`config.mk`:
```
export PLATFORM = sky130hd
export DESIGN_NAME = branch_resolve_unit_flat
export DESIGN_NICKNAME = d
export VERILOG_FILES = /design/src/rtl/bru_pkg.sv /design/src/rtl/branch_resolve_unit_if.sv /design/src/rtl/bru_pred_queue.sv /design/src/rtl/branch_resolve_unit.sv /design/src/flat_wrapper.sv
export SDC_FILE = /design/constraint.sdc
export NUM_CORES = 1
export LEC_CHECK = 0
export ABC_AREA = 1
export CAP_MARGIN = 20
export CORE_MARGIN = 2
export CORE_UTILIZATION = 29
export DETAILED_ROUTE_END_ITERATION = 10
export GPL_TIMING_DRIVEN = 0
export PLACE_DENSITY_LB_ADDON = 0.3
export SLEW_MARGIN = 20
export SYNTH_ARGS = -nofsm -noshare
export SYNTH_HDL_FRONTEND = slang
export SYNTH_SLANG_ARGS = --single-unit
```
`constraint.sdc`:
```
create_clock -name clk -period 12.5 [get_ports clk]
set_clock_uncertainty 0.05 [all_clocks]
set_input_delay 2.5 -clock clk [delete_from_list [all_inputs] [get_ports clk]]
set_output_delay 2.5 -clock clk [all_outputs]
set_load 0.005 [all_outputs]
```
`src/rtl/bru_pkg.sv`:
```
`default_nettype none
// ============================================================================
//  Module      : bru_pkg
//  Description : Shared types and constants for the branch resolve unit:
//                tracked-prediction entry layout, PC increment, pointer
//                width and the mispredict-cause encoding.
//  Revision    : 1.0 - initial release
// ============================================================================
package bru_pkg;

    // Default configuration; the entry layout below is sized by BRU_PC_W,
    // so any instance must keep its PC_W equal to this value.
    localparam int unsigned BRU_PC_W  = 32;
    localparam int unsigned BRU_DEPTH = 4;

    // Sequential-instruction stride used for fall-through redirects
    localparam int unsigned PC_INC    = 4;

    // Pointer width of the default-depth tracking queue
    localparam int unsigned PTR_W     = $clog2(BRU_DEPTH);

    // One fetch-stage prediction as captured at push time
    typedef struct packed {
        logic [BRU_PC_W-1:0] pc;
        logic                taken;
        logic [BRU_PC_W-1:0] target;
    } bru_entry_t;

    // Why the retiring instruction disagrees with its prediction
    typedef enum logic [2:0] {
        NONE        = 3'd0,
        TAKEN_MISS  = 3'd1,
        NT_MISS     = 3'd2,
        TARGET_MISS = 3'd3,
        ALIAS       = 3'd4
    } bru_cause_e;

endpackage : bru_pkg
`default_nettype wire

```
`src/rtl/branch_resolve_unit_if.sv`:
```
`default_nettype none
// ============================================================================
//  Module      : branch_resolve_unit_if
//  Description : Fetch/decode/predictor-update signal bundle of the branch
//                resolve unit. Optional perf counters exist only when
//                BRU_PERF_CNT_EN is defined.
//  Revision    : 1.0 - initial release
// ============================================================================
interface branch_resolve_unit_if #(
    parameter int unsigned PC_W = 32
);
    // Fetch side
    logic            fetch_valid_F;
    logic            stall_F;
    logic [PC_W-1:0] PC_F;
    logic            pred_taken_F;
    logic [PC_W-1:0] pred_target_F;
    // Decode side
    logic            resolve_valid_D;
    logic            is_branch_D;
    logic            branch_taken_D;
    logic [PC_W-1:0] branch_target_D;
    // Results
    logic            queue_full;
    logic            redirect_valid;
    logic [PC_W-1:0] redirect_pc;
    logic            flush_FD;
    logic            upd_en;
    logic [PC_W-1:0] upd_pc;
    logic [PC_W-1:0] upd_target;
    logic            upd_taken;
    logic            mispred_taken;
    logic            mispred_not_taken;
    logic            protocol_err;
`ifdef BRU_PERF_CNT_EN
    logic [31:0]     perf_branches;
    logic [31:0]     perf_mispredicts;
`endif

    // Pipeline / environment side
    modport master (
        output fetch_valid_F, stall_F, PC_F, pred_taken_F, pred_target_F,
        output resolve_valid_D, is_branch_D, branch_taken_D, branch_target_D,
        input  queue_full, redirect_valid, redirect_pc, flush_FD,
        input  upd_en, upd_pc, upd_target, upd_taken,
        input  mispred_taken, mispred_not_taken, protocol_err
`ifdef BRU_PERF_CNT_EN
        , input perf_branches, perf_mispredicts
`endif
    );

    // Resolve unit side
    modport slave (
        input  fetch_valid_F, stall_F, PC_F, pred_taken_F, pred_target_F,
        input  resolve_valid_D, is_branch_D, branch_taken_D, branch_target_D,
        output queue_full, redirect_valid, redirect_pc, flush_FD,
        output upd_en, upd_pc, upd_target, upd_taken,
        output mispred_taken, mispred_not_taken, protocol_err
`ifdef BRU_PERF_CNT_EN
        , output perf_branches, perf_mispredicts
`endif
    );

endinterface : branch_resolve_unit_if
`default_nettype wire

```
`src/rtl/bru_pred_queue.sv`:
```
`default_nettype none
// ============================================================================
//  Module      : bru_pred_queue
//  Description : In-order FIFO of in-flight predictions with synchronous
//                clear (clear wins over push/pop), full/empty flags and an
//                occupancy count.
//  Revision    : 1.0 - initial release
// ============================================================================
module bru_pred_queue
    import bru_pkg::*;
#(
    parameter int unsigned DEPTH = BRU_DEPTH,
    parameter type         T     = bru_entry_t
) (
    input  wire logic                     clk,
    input  wire logic                     rst_n,
    input  wire logic                     clear_i,
    input  wire logic                     push_i,
    input  wire T                         push_data_i,
    input  wire logic                     pop_i,
    output T                              pop_data_o,
    output logic                          full_o,
    output logic                          empty_o,
    output logic [$clog2(DEPTH):0]        count_o
);

    localparam int unsigned   AW       = $clog2(DEPTH);
    localparam logic [AW:0]   FULL_CNT = (AW+1)'(DEPTH);

    T              mem_q [DEPTH];
    logic [AW-1:0] wr_ptr_q;
    logic [AW-1:0] rd_ptr_q;
    logic [AW:0]   count_q;
    logic          w_push_ok;
    logic          w_pop_ok;

    assign full_o     = (count_q == FULL_CNT);
    assign empty_o    = (count_q == '0);
    assign count_o    = count_q;
    assign pop_data_o = mem_q[rd_ptr_q];

    // A pop frees the slot this cycle, so a push into a full queue is legal then
    assign w_pop_ok  = pop_i & ~empty_o;
    assign w_push_ok = push_i & (~full_o | w_pop_ok);

    // Pointer and occupancy tracking; pointers wrap naturally (DEPTH is 2^n)
    always_ff @(posedge clk or negedge rst_n) begin
        if (!rst_n) begin
            wr_ptr_q <= '0;
            rd_ptr_q <= '0;
            count_q  <= '0;
        end else if (clear_i) begin
            wr_ptr_q <= '0;
            rd_ptr_q <= '0;
            count_q  <= '0;
        end else begin
            if (w_push_ok) wr_ptr_q <= wr_ptr_q + 1'b1;
            if (w_pop_ok)  rd_ptr_q <= rd_ptr_q + 1'b1;
            case ({w_push_ok, w_pop_ok})
                2'b10:   count_q <= count_q + 1'b1;
                2'b01:   count_q <= count_q - 1'b1;
                default: count_q <= count_q;
            endcase
        end
    end

    // Entry storage; contents need no reset since the count gates visibility
    always_ff @(posedge clk) begin
        if (w_push_ok && !clear_i) begin
            mem_q[wr_ptr_q] <= push_data_i;
        end
    end

endmodule : bru_pred_queue
`default_nettype wire

```
`src/rtl/branch_resolve_unit.sv`:
```
`default_nettype none
// ============================================================================
//  Module      : branch_resolve_unit
//  Description : Tracks fetch-stage predictions and retires them against the
//                decode-stage outcome; issues registered redirect/flush on a
//                mispredict and the predictor update for every branch.
//                Optional: BRU_PERF_CNT_EN adds saturating branch/mispredict
//                counters.
//  Revision    : 1.0 - initial release
// ============================================================================
module branch_resolve_unit
    import bru_pkg::*;
#(
    parameter int unsigned DEPTH = BRU_DEPTH,
    parameter int unsigned PC_W  = BRU_PC_W   // must equal BRU_PC_W
) (
    input  wire logic             clk,
    input  wire logic             rst_n,
    branch_resolve_unit_if.slave  bus
);

    bru_entry_t             w_push_entry;
    bru_entry_t             w_head;
    bru_cause_e             w_cause;
    logic                   w_q_full;
    logic                   w_q_empty;
    logic [$clog2(DEPTH):0] w_q_count;
    logic                   w_pop;
    logic                   w_push;
    logic                   w_mispred;
    logic                   w_upd;

    logic            redirect_valid_q,  redirect_valid_d;
    logic [PC_W-1:0] redirect_pc_q,     redirect_pc_d;
    logic            flush_q,           flush_d;
    logic            upd_en_q,          upd_en_d;
    logic [PC_W-1:0] upd_pc_q,          upd_pc_d;
    logic [PC_W-1:0] upd_target_q,      upd_target_d;
    logic            upd_taken_q,       upd_taken_d;
    logic            mispred_taken_q,   mispred_taken_d;
    logic            mispred_nt_q,      mispred_nt_d;
    logic            protocol_err_q,    protocol_err_d;

    // A resolve only pops when something is tracked; an empty-queue resolve
    // is either wrong-path (just after a flush) or a protocol error.
    assign w_pop          = bus.resolve_valid_D & (w_q_count != '0);
    assign bus.queue_full = w_q_full & ~w_pop;
    assign w_push         = bus.fetch_valid_F & ~bus.stall_F & ~bus.queue_full;
    assign w_mispred      = w_pop & (w_cause != NONE);
    assign w_upd          = w_pop & bus.is_branch_D;

    assign w_push_entry = '{pc: bus.PC_F, taken: bus.pred_taken_F, target: bus.pred_target_F};

    bru_pred_queue #(
        .DEPTH (DEPTH),
        .T     (bru_entry_t)
    ) u_queue (
        .clk         (clk),
        .rst_n       (rst_n),
        .clear_i     (w_mispred),
        .push_i      (w_push),
        .push_data_i (w_push_entry),
        .pop_i       (w_pop),
        .pop_data_o  (w_head),
        .full_o      (w_q_full),
        .empty_o     (w_q_empty),
        .count_o     (w_q_count)
    );

    // Classify the oldest tracked prediction against the decode outcome
    always_comb begin
        w_cause = NONE;
        if (bus.is_branch_D) begin
            if (bus.branch_taken_D) begin
                if (!w_head.taken) begin
                    w_cause = TAKEN_MISS;
                end else if (w_head.target != bus.branch_target_D) begin
                    w_cause = TARGET_MISS;
                end
            end else if (w_head.taken) begin
                w_cause = NT_MISS;
            end
        end else if (w_head.taken) begin
            w_cause = ALIAS;
        end
    end

    // Next values of the one-cycle response pulses and the sticky error.
    // mispred_taken covers every actually-taken miss (direction or target).
    always_comb begin
        redirect_valid_d = w_mispred;
        flush_d          = w_mispred;
        redirect_pc_d    = '0;
        if (w_mispred) begin
            if ((w_cause == TAKEN_MISS) || (w_cause == TARGET_MISS)) begin
                redirect_pc_d = bus.branch_target_D;
            end else begin
                redirect_pc_d = w_head.pc + PC_W'(PC_INC);
            end
        end
        mispred_taken_d = w_mispred & ((w_cause == TAKEN_MISS) || (w_cause == TARGET_MISS));
        mispred_nt_d    = w_mispred & ((w_cause == NT_MISS) || (w_cause == ALIAS));
        upd_en_d        = w_upd;
        upd_pc_d        = w_upd ? w_head.pc : '0;
        upd_target_d    = w_upd ? bus.branch_target_D : '0;
        upd_taken_d     = w_upd & bus.branch_taken_D;
        protocol_err_d  = protocol_err_q | (bus.resolve_valid_D & w_q_empty & ~flush_q);
    end

    // Response registers
    always_ff @(posedge clk or negedge rst_n) begin
        if (!rst_n) begin
            redirect_valid_q <= 1'b0;
            redirect_pc_q    <= '0;
            flush_q          <= 1'b0;
            upd_en_q         <= 1'b0;
            upd_pc_q         <= '0;
            upd_target_q     <= '0;
            upd_taken_q      <= 1'b0;
            mispred_taken_q  <= 1'b0;
            mispred_nt_q     <= 1'b0;
            protocol_err_q   <= 1'b0;
        end else begin
            redirect_valid_q <= redirect_valid_d;
            redirect_pc_q    <= redirect_pc_d;
            flush_q          <= flush_d;
            upd_en_q         <= upd_en_d;
            upd_pc_q         <= upd_pc_d;
            upd_target_q     <= upd_target_d;
            upd_taken_q      <= upd_taken_d;
            mispred_taken_q  <= mispred_taken_d;
            mispred_nt_q     <= mispred_nt_d;
            protocol_err_q   <= protocol_err_d;
        end
    end

    assign bus.redirect_valid    = redirect_valid_q;
    assign bus.redirect_pc       = redirect_pc_q;
    assign bus.flush_FD          = flush_q;
    assign bus.upd_en            = upd_en_q;
    assign bus.upd_pc            = upd_pc_q;
    assign bus.upd_target        = upd_target_q;
    assign bus.upd_taken         = upd_taken_q;
    assign bus.mispred_taken     = mispred_taken_q;
    assign bus.mispred_not_taken = mispred_nt_q;
    assign bus.protocol_err      = protocol_err_q;

`ifdef BRU_PERF_CNT_EN
    logic [31:0] perf_br_q;
    logic [31:0] perf_mp_q;

    // Saturating event counters
    always_ff @(posedge clk or negedge rst_n) begin
        if (!rst_n) begin
            perf_br_q <= '0;
            perf_mp_q <= '0;
        end else begin
            if (w_upd && (perf_br_q != 32'hFFFF_FFFF))     perf_br_q <= perf_br_q + 32'd1;
            if (w_mispred && (perf_mp_q != 32'hFFFF_FFFF)) perf_mp_q <= perf_mp_q + 32'd1;
        end
    end

    assign bus.perf_branches    = perf_br_q;
    assign bus.perf_mispredicts = perf_mp_q;
`endif

endmodule : branch_resolve_unit
`default_nettype wire

```
`src/flat_wrapper.sv`:
```
// flat-port wrapper written by rule: the top's interface ports become plain ports
module branch_resolve_unit_flat import bru_pkg::*;
#(
    parameter int unsigned DEPTH = BRU_DEPTH,
    parameter int unsigned PC_W  = BRU_PC_W                         
)
  (clk, rst_n, bus_fetch_valid_F, bus_stall_F, bus_PC_F, bus_pred_taken_F, bus_pred_target_F, bus_resolve_valid_D, bus_is_branch_D, bus_branch_taken_D, bus_branch_target_D, bus_queue_full, bus_redirect_valid, bus_redirect_pc, bus_flush_FD, bus_upd_en, bus_upd_pc, bus_upd_target, bus_upd_taken, bus_mispred_taken, bus_mispred_not_taken, bus_protocol_err);
  branch_resolve_unit_if #(.PC_W(PC_W)) bus_i ();
  input  wire logic clk;
  input  wire logic rst_n;
  input wire logic [$bits(bus_i.fetch_valid_F)-1:0] bus_fetch_valid_F;
  input wire logic [$bits(bus_i.stall_F)-1:0] bus_stall_F;
  input wire logic [$bits(bus_i.PC_F)-1:0] bus_PC_F;
  input wire logic [$bits(bus_i.pred_taken_F)-1:0] bus_pred_taken_F;
  input wire logic [$bits(bus_i.pred_target_F)-1:0] bus_pred_target_F;
  input wire logic [$bits(bus_i.resolve_valid_D)-1:0] bus_resolve_valid_D;
  input wire logic [$bits(bus_i.is_branch_D)-1:0] bus_is_branch_D;
  input wire logic [$bits(bus_i.branch_taken_D)-1:0] bus_branch_taken_D;
  input wire logic [$bits(bus_i.branch_target_D)-1:0] bus_branch_target_D;
  output wire logic [$bits(bus_i.queue_full)-1:0] bus_queue_full;
  output wire logic [$bits(bus_i.redirect_valid)-1:0] bus_redirect_valid;
  output wire logic [$bits(bus_i.redirect_pc)-1:0] bus_redirect_pc;
  output wire logic [$bits(bus_i.flush_FD)-1:0] bus_flush_FD;
  output wire logic [$bits(bus_i.upd_en)-1:0] bus_upd_en;
  output wire logic [$bits(bus_i.upd_pc)-1:0] bus_upd_pc;
  output wire logic [$bits(bus_i.upd_target)-1:0] bus_upd_target;
  output wire logic [$bits(bus_i.upd_taken)-1:0] bus_upd_taken;
  output wire logic [$bits(bus_i.mispred_taken)-1:0] bus_mispred_taken;
  output wire logic [$bits(bus_i.mispred_not_taken)-1:0] bus_mispred_not_taken;
  output wire logic [$bits(bus_i.protocol_err)-1:0] bus_protocol_err;
  assign bus_i.fetch_valid_F = bus_fetch_valid_F;
  assign bus_i.stall_F = bus_stall_F;
  assign bus_i.PC_F = bus_PC_F;
  assign bus_i.pred_taken_F = bus_pred_taken_F;
  assign bus_i.pred_target_F = bus_pred_target_F;
  assign bus_i.resolve_valid_D = bus_resolve_valid_D;
  assign bus_i.is_branch_D = bus_is_branch_D;
  assign bus_i.branch_taken_D = bus_branch_taken_D;
  assign bus_i.branch_target_D = bus_branch_target_D;
  assign bus_queue_full = bus_i.queue_full;
  assign bus_redirect_valid = bus_i.redirect_valid;
  assign bus_redirect_pc = bus_i.redirect_pc;
  assign bus_flush_FD = bus_i.flush_FD;
  assign bus_upd_en = bus_i.upd_en;
  assign bus_upd_pc = bus_i.upd_pc;
  assign bus_upd_target = bus_i.upd_target;
  assign bus_upd_taken = bus_i.upd_taken;
  assign bus_mispred_taken = bus_i.mispred_taken;
  assign bus_mispred_not_taken = bus_i.mispred_not_taken;
  assign bus_protocol_err = bus_i.protocol_err;
  branch_resolve_unit #(.DEPTH(DEPTH), .PC_W(PC_W)) u_core (.clk(clk), .rst_n(rst_n), .bus(bus_i));
endmodule
```
==> out/results.ini <==
[outcome]
status=finished, final reports clean

[pwr]
seqPwrFrac_pct=35.4
cell_internal_pwr_mw=2.724
clockPowerShare_pct=27.7
peakVddDrop_mv=0.09508
p_sw_share_pct=36.48
switchingPower_mw=1.564
pwr-share-comb_pct=36.9
p_leak_nw=8.110
powerDensity_mw_per_mm2=215.3
power_mw=4.289

[yosys]
synth-async-reset-ratio_pct=29.54
synthesis.instances=1418
synth-seq-cells=369
synth-edff-count=260
avgSynthCellArea_um2=10.80
yosysWarnings=0
synth_top_cell_area_share_pct=50.98
syn_area_mm2=0.01532
seq_area_frac_synth_pct=68.79
yosysUniqueCellTypes=40
ys_top_cells_by_area=edfxtp_1, dfrtp_1, nand2_1
syn_nets=1529
synth_top_flop_cell=edfxtp_1
yosys.area.top_type=edfxtp_1

[floorplan]
start_util_pct=29.26
io_pins=208
dieArea_mm2=0.05467
rows=84
die_h_um=233.8
die_w_um=233.8
core_mm2=0.05234

[clock_network]
cts_buffer_depth=3
cts_num_sinks=369
cts_made_buffers=39
clk_latency_ns=0.56
htreeDepth=2
cts.repair.resized=0
cts_tree=yes
cts-hold-fix-buffers=0
postCtsSetupBuffers=0
clockRootBuffer=clkbuf_16
path_clk_slew_ns=0.06

[finish]
layout_commonest_cell=nand2_1
final_cell_mix=nand2_1, edfxtp_1, clkdlybuf4s50_1
syn2layout_area_growth_pct=30.07
fin_nets=1791
fillCellCount=5068
regArea_mm2=0.01054
drive_above_1_share_pct=9.064
multi_input_area_mm2=0.004076

[job]
cap_viol_max_count=0

[drt]
drtPass1Iterations=5
ant_nets=0
vias=11015
drt_wl_total_um=48140
drt-wirelength-per-cell_um=20.06
drt_iter0_drc=926
drc=0
vias_per_cell=4.590

[global_route]
grt_max_degree=77
gr-total-overflow=0
grt_pass1_vias=10950
grt_usage_pct=17.66
grt_pass1_wl_um=70080
antenna_found_initial=10

[critical_path]
critPathCaptureType=output port
cp_data_required_time_ns=9.95
critPathLaunchType=primary input
path_class=primary input to output port
worst-endpoint-arrival_ns=3.68
worst-path-max-fanout=2

[timing]
setup-violations-final=0
tightestPinTransition_ns=0.9832
max_slew_margin_pct=34.45
rsz0062_at_grt=false
final_max_slew_viol_count=0
period_share_pct=49.80
setup_tns_ns=0
max_freq_ghz=0.1606
fin_hold_ws_ns=0.4534
period_needed_ns=6.225
timing.final.hold_violations=0

[placement]
globalplace.congestion=0.8533
dp_hpwl_um=35630
portBuffers=207

[min_path]
hp-class=flip-flop to flip-flop

cells by family after synthesis:
family	Yosys count	share of synthesized area [%]
AO/OA/AOI/OAI	70	2.737
XOR/XNOR	24	1.372
AND/OR/NAND/NOR	790	21.69
adder cells (fa/ha/maj)	7	0.6209
flip-flops	369	68.79
buffers and inverters	158	4.795
synth_stat cells (13+ instances only):
cell type	number
nand2_1	448
edfxtp_1	260
nand3_1	150
nor2_1	147
dfrtp_1	109
inv_1	92
o21ai_0	28
buf_2	22
xor2_1	18
o21ai_1	14
a21oi_1	13
worst max-delay path: stages:
cell and delay [ns]:
clkdlybuf4s50_1 0.42, inv_1 0.08, nand3_1 0.09, inv_1 0.09
clkdlybuf4s50_1 0.49
power groups by stage:
stage | Sequential, mW | Clock (mW) | Combinational, mW
5_1_grt | 1.53 | 1.26 | 1.75
2_1_floorplan | 1.55 | 0 | 0.909
6_report | 1.52 | 1.19 | 1.58
3_3_place_gp | 1.56 | 0 | 1.54
4_1_cts | 1.52 | 1.21 | 1.59
3_5_place_dp | 1.54 | 0 | 1.58
metrics by stage:
stage	utilization (%)	std cells	setup WS (ns)	instance area (µm²)
after floorplan	-	1418	5.844	15320
after global placement	34.87	2313	2.093	18250
final	38.06	2400	6.275	19920
after detailed placement	35.56	2327	6.275	18610
after CTS	38.05	2398	6.267	19920
after global routing	38.05	2398	6.200	19920
final timing paths:
path	start	end	slack [ns]	depth (start not counted)
setup / recovery	bus_resolve_valid_D	bus_queue_full	6.27	5
hold / removal	u_core.bus.redirect_valid$_DFF_PN0_	u_core.bus.protocol_err$_DFF_PN0_	0.45	1
setup reg to reg	u_core.u_queue.rd_ptr_q[1]$_DFFE_PN0P_	u_core.u_queue.mem_q[1][37]$_DFFE_PP_	8.36	14
hold reg to reg	u_core.bus.redirect_valid$_DFF_PN0_	u_core.bus.protocol_err$_DFF_PN0_	0.45	1
max in group asynchronous	rst_n	u_core.bus.upd_target[21]$_DFF_PN0_	9.88	2
min in group asynchronous	rst_n	u_core.bus.upd_pc[25]$_DFF_PN0_	1.79	1
layer usage:
layer  global-route usage (%)  up-vias  share of wire, %  wire [µm]
met5                        0        -              0.19         92
met3                    4.657       94               7.5       3612
met4                    6.052       16               2.9       1390
met1                    23.80     5324                44      21340
met2                    27.59      352                45      21700
li1                         -     5229                 -          -
registers in the layout, indices dropped and copies added (netlist names):
signal / count
u_core.bus.mispred_not_taken: 1
u_core.bus.mispred_taken: 1
u_core.bus.protocol_err: 1
u_core.bus.redirect_pc: 32
u_core.bus.redirect_valid: 1
u_core.bus.upd_en: 1
u_core.bus.upd_pc: 32
u_core.bus.upd_taken: 1
u_core.bus.upd_target: 32
u_core.u_queue.count_o: 3
u_core.u_queue.mem_q: 260
u_core.u_queue.rd_ptr_q: 2
u_core.u_queue.wr_ptr_q: 2
final cells by class:
class	count	share of cell area, %
sequential	369	52.88
timing repair buffer	221	12.08
inverter	99	1.865
clock inverter	14	0.8918
antenna	2	0.02512
tap	688	4.321
buffer	59	1.821
clock buffer	57	5.653
multi-input combinational	891	20.46
No activity file was read; power rests on OpenSTA's default activity.
